==> src/rtl/multicycle_controller.sv <==
// -----------------------------------------------------------------------------
// multicycle_controller
//
// Main control FSM for the multi-cycle RV32I datapath (shared ALU, unified
// instruction/data memory, architectural registers PC, OldPC, IR, MDR, A, B,
// ALUOut). Sequences fetch / decode / execute / memory / writeback for each
// instruction by driving datapath mux selects and write enables. Conditional
// branches are resolved here from func3 and the ALU zero/negative flags.
//
// Ports:
//   clk        in   1  rising-edge clock
//   rst        in   1  asynchronous active-low reset
//   op         in   7  IR[6:0]
//   func3      in   3  IR[14:12]
//   zero       in   1  ALU result == 0
//   negative   in   1  ALU result MSB (signed less-than after subtract)
//   PCWrite    out  1  PC <= Result
//   AdrSrc     out  1  memory address: 0 = PC, 1 = Result
//   MemWrite   out  1  memory write enable
//   IRWrite    out  1  IR and OldPC load enable
//   RegWrite   out  1  register file write enable
//   ResultSrc  out  2  00 ALUOut, 01 MDR, 10 ALUResult, 11 immediate
//   ALUSrcA    out  2  00 PC, 01 OldPC, 10 A
//   ALUSrcB    out  2  00 B, 01 immediate, 10 constant 4
//   ALUOp      out  2  00 add, 01 subtract, 10 decode from func3/func7
//   ImmSrc     out  3  000 I, 001 S, 010 B, 011 J, 100 U
//
// Outputs are a Moore decode of the state, except PCWrite in BRANCH (depends
// on func3/zero/negative) and ImmSrc (decoded from op only). All outputs are
// forced to 0 while rst is low, so a mid-instruction reset drops every enable
// without waiting for a clock edge.
// -----------------------------------------------------------------------------
module multicycle_controller (
  input  logic       clk,
  input  logic       rst,
  input  logic [6:0] op,
  input  logic [2:0] func3,
  input  logic       zero,
  input  logic       negative,
  output logic       PCWrite,
  output logic       AdrSrc,
  output logic       MemWrite,
  output logic       IRWrite,
  output logic       RegWrite,
  output logic [1:0] ResultSrc,
  output logic [1:0] ALUSrcA,
  output logic [1:0] ALUSrcB,
  output logic [1:0] ALUOp,
  output logic [2:0] ImmSrc
);

  // RV32I opcode constants
  localparam logic [6:0] OP_LOAD   = 7'b0000011;
  localparam logic [6:0] OP_STORE  = 7'b0100011;
  localparam logic [6:0] OP_RTYPE  = 7'b0110011;
  localparam logic [6:0] OP_ITYPE  = 7'b0010011;
  localparam logic [6:0] OP_BRANCH = 7'b1100011;
  localparam logic [6:0] OP_JAL    = 7'b1101111;
  localparam logic [6:0] OP_JALR   = 7'b1100111;
  localparam logic [6:0] OP_LUI    = 7'b0110111;

  typedef enum logic [3:0] {
    S_FETCH    = 4'd0,
    S_DECODE   = 4'd1,
    S_MEMADR   = 4'd2,
    S_MEMREAD  = 4'd3,
    S_MEMWB    = 4'd4,
    S_MEMWRITE = 4'd5,
    S_EXECR    = 4'd6,
    S_EXECI    = 4'd7,
    S_ALUWB    = 4'd8,
    S_BRANCH   = 4'd9,
    S_JAL      = 4'd10,
    S_JALR     = 4'd11,
    S_JALRPC   = 4'd12,
    S_LUI      = 4'd13
  } state_t;

  state_t state_r;
  state_t next_state_s;
  logic   taken_s;

  // Branch condition from func3 and the flags of the A - B subtract.
  // BGE is "not less-than", which includes the equal case.
  function automatic logic branch_taken(input logic [2:0] f3,
                                        input logic       z,
                                        input logic       n);
    logic t;
    case (f3)
      3'b000:  t = z;
      3'b001:  t = ~z;
      3'b100:  t = n;
      3'b101:  t = z | ~n;
      default: t = 1'b0;
    endcase
    return t;
  endfunction

  // State register with asynchronous active-low reset to FETCH
  always_ff @(posedge clk or negedge rst) begin
    if (!rst) begin
      state_r <= S_FETCH;
    end else begin
      state_r <= next_state_s;
    end
  end

  // Next-state logic
  always_comb begin
    next_state_s = S_FETCH;
    case (state_r)
      S_FETCH:  next_state_s = S_DECODE;
      S_DECODE: begin
        case (op)
          OP_LOAD,
          OP_STORE:  next_state_s = S_MEMADR;
          OP_RTYPE:  next_state_s = S_EXECR;
          OP_ITYPE:  next_state_s = S_EXECI;
          OP_BRANCH: next_state_s = S_BRANCH;
          OP_JAL:    next_state_s = S_JAL;
          OP_JALR:   next_state_s = S_JALR;
          OP_LUI:    next_state_s = S_LUI;
          // illegal opcode retires as a no-op
          default:   next_state_s = S_FETCH;
        endcase
      end
      S_MEMADR: begin
        if (op == OP_LOAD) begin
          next_state_s = S_MEMREAD;
        end else begin
          next_state_s = S_MEMWRITE;
        end
      end
      S_MEMREAD:  next_state_s = S_MEMWB;
      S_MEMWB:    next_state_s = S_FETCH;
      S_MEMWRITE: next_state_s = S_FETCH;
      S_EXECR:    next_state_s = S_ALUWB;
      S_EXECI:    next_state_s = S_ALUWB;
      S_ALUWB:    next_state_s = S_FETCH;
      S_BRANCH:   next_state_s = S_FETCH;
      S_JAL:      next_state_s = S_ALUWB;
      S_JALR:     next_state_s = S_JALRPC;
      S_JALRPC:   next_state_s = S_ALUWB;
      S_LUI:      next_state_s = S_FETCH;
      default:    next_state_s = S_FETCH;
    endcase
  end

  assign taken_s = branch_taken(func3, zero, negative);

  // Per-state control decode; everything is held at 0 while in reset
  always_comb begin
    PCWrite   = 1'b0;
    AdrSrc    = 1'b0;
    MemWrite  = 1'b0;
    IRWrite   = 1'b0;
    RegWrite  = 1'b0;
    ResultSrc = 2'b00;
    ALUSrcA   = 2'b00;
    ALUSrcB   = 2'b00;
    ALUOp     = 2'b00;
    if (rst) begin
      case (state_r)
        S_FETCH: begin
          // IR <= mem[PC]; PC <= PC + 4 straight from the ALU result
          AdrSrc    = 1'b0;
          IRWrite   = 1'b1;
          ALUSrcA   = 2'b00;
          ALUSrcB   = 2'b10;
          ALUOp     = 2'b00;
          ResultSrc = 2'b10;
          PCWrite   = 1'b1;
        end
        S_DECODE: begin
          // ALUOut <= OldPC + imm, the branch / jal target
          ALUSrcA = 2'b01;
          ALUSrcB = 2'b01;
          ALUOp   = 2'b00;
        end
        S_MEMADR, S_JALR: begin
          // ALUOut <= A + imm (load/store address or jalr target)
          ALUSrcA = 2'b10;
          ALUSrcB = 2'b01;
          ALUOp   = 2'b00;
        end
        S_MEMREAD: begin
          AdrSrc    = 1'b1;
          ResultSrc = 2'b00;
        end
        S_MEMWB: begin
          ResultSrc = 2'b01;
          RegWrite  = 1'b1;
        end
        S_MEMWRITE: begin
          AdrSrc    = 1'b1;
          ResultSrc = 2'b00;
          MemWrite  = 1'b1;
        end
        S_EXECR: begin
          ALUSrcA = 2'b10;
          ALUSrcB = 2'b00;
          ALUOp   = 2'b10;
        end
        S_EXECI: begin
          ALUSrcA = 2'b10;
          ALUSrcB = 2'b01;
          ALUOp   = 2'b10;
        end
        S_ALUWB: begin
          ResultSrc = 2'b00;
          RegWrite  = 1'b1;
        end
        S_BRANCH: begin
          // compare A - B; target already sits in ALUOut from DECODE
          ALUSrcA   = 2'b10;
          ALUSrcB   = 2'b00;
          ALUOp     = 2'b01;
          ResultSrc = 2'b00;
          PCWrite   = taken_s;
        end
        S_JAL, S_JALRPC: begin
          // PC <= target held in ALUOut while ALUOut <= OldPC + 4 (link)
          ResultSrc = 2'b00;
          PCWrite   = 1'b1;
          ALUSrcA   = 2'b01;
          ALUSrcB   = 2'b10;
          ALUOp     = 2'b00;
        end
        S_LUI: begin
          ResultSrc = 2'b11;
          RegWrite  = 1'b1;
        end
        default: begin
          PCWrite = 1'b0;
        end
      endcase
    end else begin
      PCWrite   = 1'b0;
      AdrSrc    = 1'b0;
      MemWrite  = 1'b0;
      IRWrite   = 1'b0;
      RegWrite  = 1'b0;
      ResultSrc = 2'b00;
      ALUSrcA   = 2'b00;
      ALUSrcB   = 2'b00;
      ALUOp     = 2'b00;
    end
  end

  // Immediate format select from the opcode alone
  always_comb begin
    ImmSrc = 3'b000;
    if (rst) begin
      case (op)
        OP_LOAD, OP_ITYPE, OP_JALR: ImmSrc = 3'b000;
        OP_STORE:                   ImmSrc = 3'b001;
        OP_BRANCH:                  ImmSrc = 3'b010;
        OP_JAL:                     ImmSrc = 3'b011;
        OP_LUI:                     ImmSrc = 3'b100;
        default:                    ImmSrc = 3'b000;
      endcase
    end else begin
      ImmSrc = 3'b000;
    end
  end

endmodule
==> config.mk <==
export PLATFORM = sky130hd
export DESIGN_NAME = multicycle_controller
export DESIGN_NICKNAME = d
export VERILOG_FILES = /design/src/rtl/multicycle_controller.sv
export SDC_FILE = /design/constraint.sdc
export NUM_CORES = 1
export LEC_CHECK = 0
export CORE_ASPECT_RATIO = 0.9
export CORE_UTILIZATION = 39
export CTS_BUF_LIST = sky130_fd_sc_hd__clkbuf_16
export DETAILED_ROUTE_END_ITERATION = 10
export PLACE_DENSITY = 0.78
export RECOVER_POWER = 50
export SETUP_SLACK_MARGIN = 0.1
export SYNTH_ARGS = -nofsm -noshare
export SYNTH_HDL_FRONTEND = slang
export SYNTH_SLANG_ARGS = --single-unit
==> constraint.sdc <==
create_clock -name clk -period 1.6 [get_ports clk]
set_clock_uncertainty 0.1 [all_clocks]
set_input_delay 0.24 -clock clk [delete_from_list [all_inputs] [get_ports clk]]
set_output_delay 0.24 -clock clk [all_outputs]
set_load 0.005 [all_outputs]
==> results of run 1 <==
==> cells in the mapped netlist (all sizes together) <==
cell / number
and2b: 1
a211o: 2
a21oi: 8
and4: 1
nand4b: 1
or3: 2
a22oi: 2
buf: 6
xnor2: 2
or2: 1
o32ai: 1
o21a: 1
xor2: 2
nand4: 1
o41ai: 1
o21ai: 1
nor4: 1
nor2: 10
nor3: 3
inv: 5
nor3b: 1
nand2: 4
dfrtp: 4
a211oi: 3
nor4b: 1
nor2b: 4
and3: 3
nand3b: 1
a311oi: 1
nand2b: 2
o2111ai: 1
nand3: 7
==> what timing repair did <==
item / in CTS
hold buffers: 1
setup endpoints to repair: 20
resized for setup: 110
setup buffers: 15
hold endpoints to repair: 4
pin swaps: 16
==> logic make-up after synthesis <==
group                     count (synthesis)  synth area share, %
AOI/OAI and AO/OA                        21                23.65
and+or+nand+nor                          44                40.25
buffers and inverters                    11                13.69
xor gates and xnor gates                  4                5.810
DFF                                       4                16.60
==> stage by stage <==
stage	cells	TNS [ns]	hold slack, ns
floorplan	84	0	-0.1556
global placement	153	-7.099	0.5597
detailed placement	153	-7.856	0.5696
CTS	170	-1.349	0.3740
==> metrics list, run 1 <==
* Outcome: aborted with a tool error
- Stage at which the flow ended: 5_1_grt
- The tool reported: "[ERROR DPL-0038] Utilization greater than 100%, impossible to legalize".
- Count of port buffers added during placement: 29
* Worst_ep kind: primary output
- Initial cell density of the core: 41.66%
- TritonCTS sink count: 4
- Number of buffers added by the clock tree synthesis step: 3
* Net Count, Synth: 98
- Half-perimeter wire length after placement: roughly 1700 um
- Pin count of the biggest net entering global routing: 9
* Post-synthesis register bit count: 4
- Counting distinct cell types in the post-synthesis netlist gives 34.
- The root buffer cell chosen for the clock tree is clkbuf_16.
- The placed instances occupy a cell area of 0.001081 mm^2.
- In this run the horizontal extent of the chip is approximately 43 um.
* Post-Place Worst Slack: -0.5998 ns
- Of the synthesized area, sequential elements account for between 15 and 20%.
- In this run the number of H-tree levels came out at 1.
- Syn_area_per_cell: between 7 and 8 um^2
* Warning count from the yosys run: 0
- Most area-consuming cells after synthesis: dfrtp_1, buf_6, a21oi_1, nor2_1, nand3_1
- Chip Height: 39.31 um
- The share of synthesized area in the top cell type comes to ~17%.
* Number of instances in the synthesized netlist: 84
* Number of top-level pins: 30
- Cell accounting for the most synthesized area: dfrtp_1
* Row cnt: 13
- Placer Congestion: 0.9017
- The cell area that synthesis handed to floorplanning was between 600 and 700 um^2.
- The global-route repair_timing pass left the worst setup endpoint at ALUSrcB[0].
- The clock passes through at most 2 buffers.
==> run 2, diff against run 1 <==
==> config.mk (replaced) <==
export PLATFORM = sky130hd
export DESIGN_NAME = multicycle_controller
export DESIGN_NICKNAME = d
export VERILOG_FILES = /design/src/rtl/multicycle_controller.sv
export SDC_FILE = /design/constraint.sdc
export NUM_CORES = 1
export LEC_CHECK = 0
export CORE_AREA = 2 2 63 65
export DETAILED_ROUTE_END_ITERATION = 10
export DIE_AREA = 0 0 65 67
export PLACE_DENSITY_LB_ADDON = 0.15
export RECOVER_POWER = 50
export SYNTH_ARGS = -nofsm -noshare
export SYNTH_HDL_FRONTEND = slang
export SYNTH_SLANG_ARGS = --single-unit
==> run 2 against run 1 <==
  * The flow now finishes, with violations (setup timing)
  * Synthesized cell count unchanged
  * Synthesized area unchanged
==> metrics list, run 2 <==
- Outcome: complete, but fails checks
- The checks that failed: setup timing.
- Placer Congestion: 0.7780 (-14%)
* Warning count from the yosys run: 0 (unchanged)
* Vias in the first global route: between 900 and 1000
- The pre-antenna-repair detailed-routing pass consisted of 4 iterations.
- Final global-route overflow total: 0
- Count of port buffers added during placement: 29 (unchanged)
* CP endpoint kind: output pin
- Worst setup path class: reg -> out
- In the post-synthesis netlist, the biggest area contributors are dfrtp_1, buf_6, a21oi_1, nor2_1, nand3_1.
- Pin count of the biggest net entering global routing: 9
- The proportion of synthesized area in mux cells was 0% (unchanged).
- For the finished layout, the period the worst path requires is about 1.8 ns.
- The number of antenna violations at the first check in global routing came to 0.
- Transition time at the pin with the least slew margin: 0.3934 ns
* Row cnt: 22 (+9)
- Syn-to-layout area delta: 152.7%
- Most numerous cell in the Yosys netlist: nor2_1
* Number of instances in the synthesized netlist: 84 (unchanged)
* Worst min path class: in -> reg
* Most frequent cells in the layout: buf_4, buf_6, buf_2, nand3_1
- The number of antenna diodes in the final layout is 0.
- Clock slew seen by the registers of the worst setup and hold paths: ~0.030 ns
- Most used DFF post-synth: dfrtp_1
- The number of endpoints with negative hold slack in the final report came to 0.
- The worst setup path is launched from a flip-flop.
- TritonCTS clock tree: yes
- The count of cells in the finished layout, fillers not included, comes to ~210.
* Drt drc: 0
- The register with the most flip-flops in the layout has 4 of them.
* Initial cell density of the core: 16.72% (-25 points)
- Peak Freq: about 550 MHz
* Post-synth ARST share: 100.0% (unchanged)
- Detailed Route WL: approximately 2900 um
- The register with the most flip-flops in the final layout is state_r.
- Number of top-level pins: 30 (unchanged)
* Final-layout fill cell count: around 350
- STA puts the critical path data arrival time at 1.48 ns.
- Distinct cells, synth: 34 (unchanged)
* Power density normalized to cell area: between 700 and 800 mW/mm^2
- In the global route stage, overall resource usage came out at approximately 12%.
* Post-Place Worst Slack: -0.5981 ns (+0.001728 ns)
- STA puts the critical path data required time at between 1 and 1.5 ns.
- Sequential element share of the synthesized area: 16.60% (unchanged)
- Total setup violations reported at the end of the flow: 13
* Cell accounting for the most synthesized area: dfrtp_1
- The tree is rooted in a clkbuf_8.
* Portion of synthesized cell area occupied by the leading cell type: 16.60% (unchanged)
- The half-perimeter wire length after placement came to 1783 um (+6.4%).
- Sequential cell area: roughly 110 um^2
- Area of the multi-input gates: 628.1 um^2
- Tightest hold margin: 0.4089 ns
- Routed via count: 957
- Largest family of logic cells by synthesized area: simple AND/OR/NAND/NOR gates
* Design Area, Final: about 0.0015 mm^2
- The final max-slew violation count is 0.
* Chip Height: 67 um (+70%)
- Cells with a size suffix above 1 make up 68.71% of the layout.
* Max VDD drop: around 0.24 mV
- Synth cell count leaders: nor2_1, a21oi_1, nand3_1, buf_6, inv_1
* TritonCTS sink count: 4 (unchanged)
- Largest registers: state_r (4)
* Count of flip-flops with a built-in enable after synthesis: 0 (unchanged)
- Of all nets on the critical path, the largest fanout is 5.
* Core Region: 0.003606 mm^2
- In the final design database the tool counted 179 nets.
- After detailed routing, the average wire length per cell comes to 13.57 um.
- Number of buffers added by the clock tree synthesis step: 3 (unchanged)
* Initial drt markers: 27
- Clock Tree Buf Depth: 2 (unchanged)
- The horizontal die dimension was 65 um (+50%).
- Cell area after synthesis: 603.1 um^2 (unchanged)
- After detailed routing, the number of vias per cell comes to between 4 and 5.
* # Max-Cap Violations: 0
- The first global-routing pass estimated between 4000 and 5000 um of wire.
- Once routing completed, OpenROAD measured the worst setup slack at -0.2154 ns.
- In this run the tightest slew margin relative to its limit is 73.53%.
* Compound-Gate Fraction of Synth Area: 23.65% (unchanged)
- The adder and majority cell fraction of the synthesized area came to 0% (unchanged).
- Count of placed standard cells including taps: 186 (+22%)
- Net Count, Synth: 98 (unchanged)
- The completed layout was analyzed and its total power is 1.205 mW.
- The count of nets left with antenna violations once routing finished came out at 0.
* Period utilization: 113.5%
- Leading cell type in the layout, fill and taps excluded: buf_4
- The clock reaches the later pin of the worst-skew pair after roughly 0.22 ns.
* Syn_area_per_cell: 7.180 um^2 (unchanged)
* Xor and xnor area share after synthesis: 5.809% (unchanged)
- The analysis attributes to cell leakage a power of slightly below 0.7 nW.
- H-tree depth: 1 (unchanged)
- Post-Synth Simple-Gate Area: 40.25% (unchanged)
* Post-place instance area: 0.001122 mm^2 (+3.8%)
- Setup repair after global routing could not meet its margin everywhere.
- Floorplan die area: between 0.004 and 0.005 mm^2
- Post-synthesis register bit count: 4 (unchanged)
[run 2: path summary, 6_finish.rpt]
kind	start	to	slack, ns	cells past startpoint
max	state_r[2]	RegWrite	-0.22	6
min reg2reg	state_r[2]	state_r[2]	0.67	3
max in group asynchronous	rst	state_r[2]	0.61	3
min in group asynchronous	rst	state_r[3]	0.61	3
min	op[1]	state_r[0]	0.41	3
max reg2reg	state_r[2]	state_r[3]	-0.01	6
[run 2: kinds of logic (layout without fill, tap and decap cells)]
| kind of cell | after synthesis | in the layout |
|---|---|---|
| buffers and inverters | 11 | 90 |
| AND/OR/NAND/NOR | 44 | 44 |
| AO/OA/AOI/OAI | 21 | 21 |
| XOR/XNOR | 4 | 4 |
| flip-flops | 4 | 4 |
[run 2: final cells by class]
type / count / area share, %
timing repair buffer: 82 / 44.01
multi-input combinational: 69 / 41.22
sequential: 4 / 6.897
tap: 48 / 3.941
clock buffer: 3 / 2.709
inverter: 5 / 1.232
[run 2: layer usage]
layer	global-route usage (%)	up-vias	wire (um)
met2	22.55	20	1542
met5	0	-	0
met1	13.74	467	1178
met3	1.858	4	97
li1	-	466	-
met4	5.851	0	46
[run 2: critical path, cell delays in order, from the launching register on]
cell and delay (ns):
dfrtp_2 0.46, buf_6 0.15, buf_6 0.12, xnor2_2 0.13, o21a_1 0.18, nor2_1 0.09
buf_2 0.12
[run 2: power by group]
group / leakage [nW] / internal (mW) / switching, mW / total, mW
logic: 0.610 / 0.489 / 0.343 / 0.831
clock network: 0.0216 / 0.160 / 0.0523 / 0.213
registers: 0.0474 / 0.122 / 0.0389 / 0.161
[run 2: timing repair]
action,CTS,global route
setup buffers,16,9
pin swaps,19,24
hold buffers,0,1
hold endpoints to repair,0,4
endpoints found under the setup margin,17,17
resized for setup,103,40
[run 2: through the flow]
step | TNS (ns) | util (%)
after floorplan | 0 | -
after global placement | -7.948 | 31.12
after detailed placement | -8.059 | 31.12
after CTS | -1.533 | 37.27
after global routing | -2.335 | 42.26
final | -1.585 | 42.26
Power figures use the tool's default switching activity.
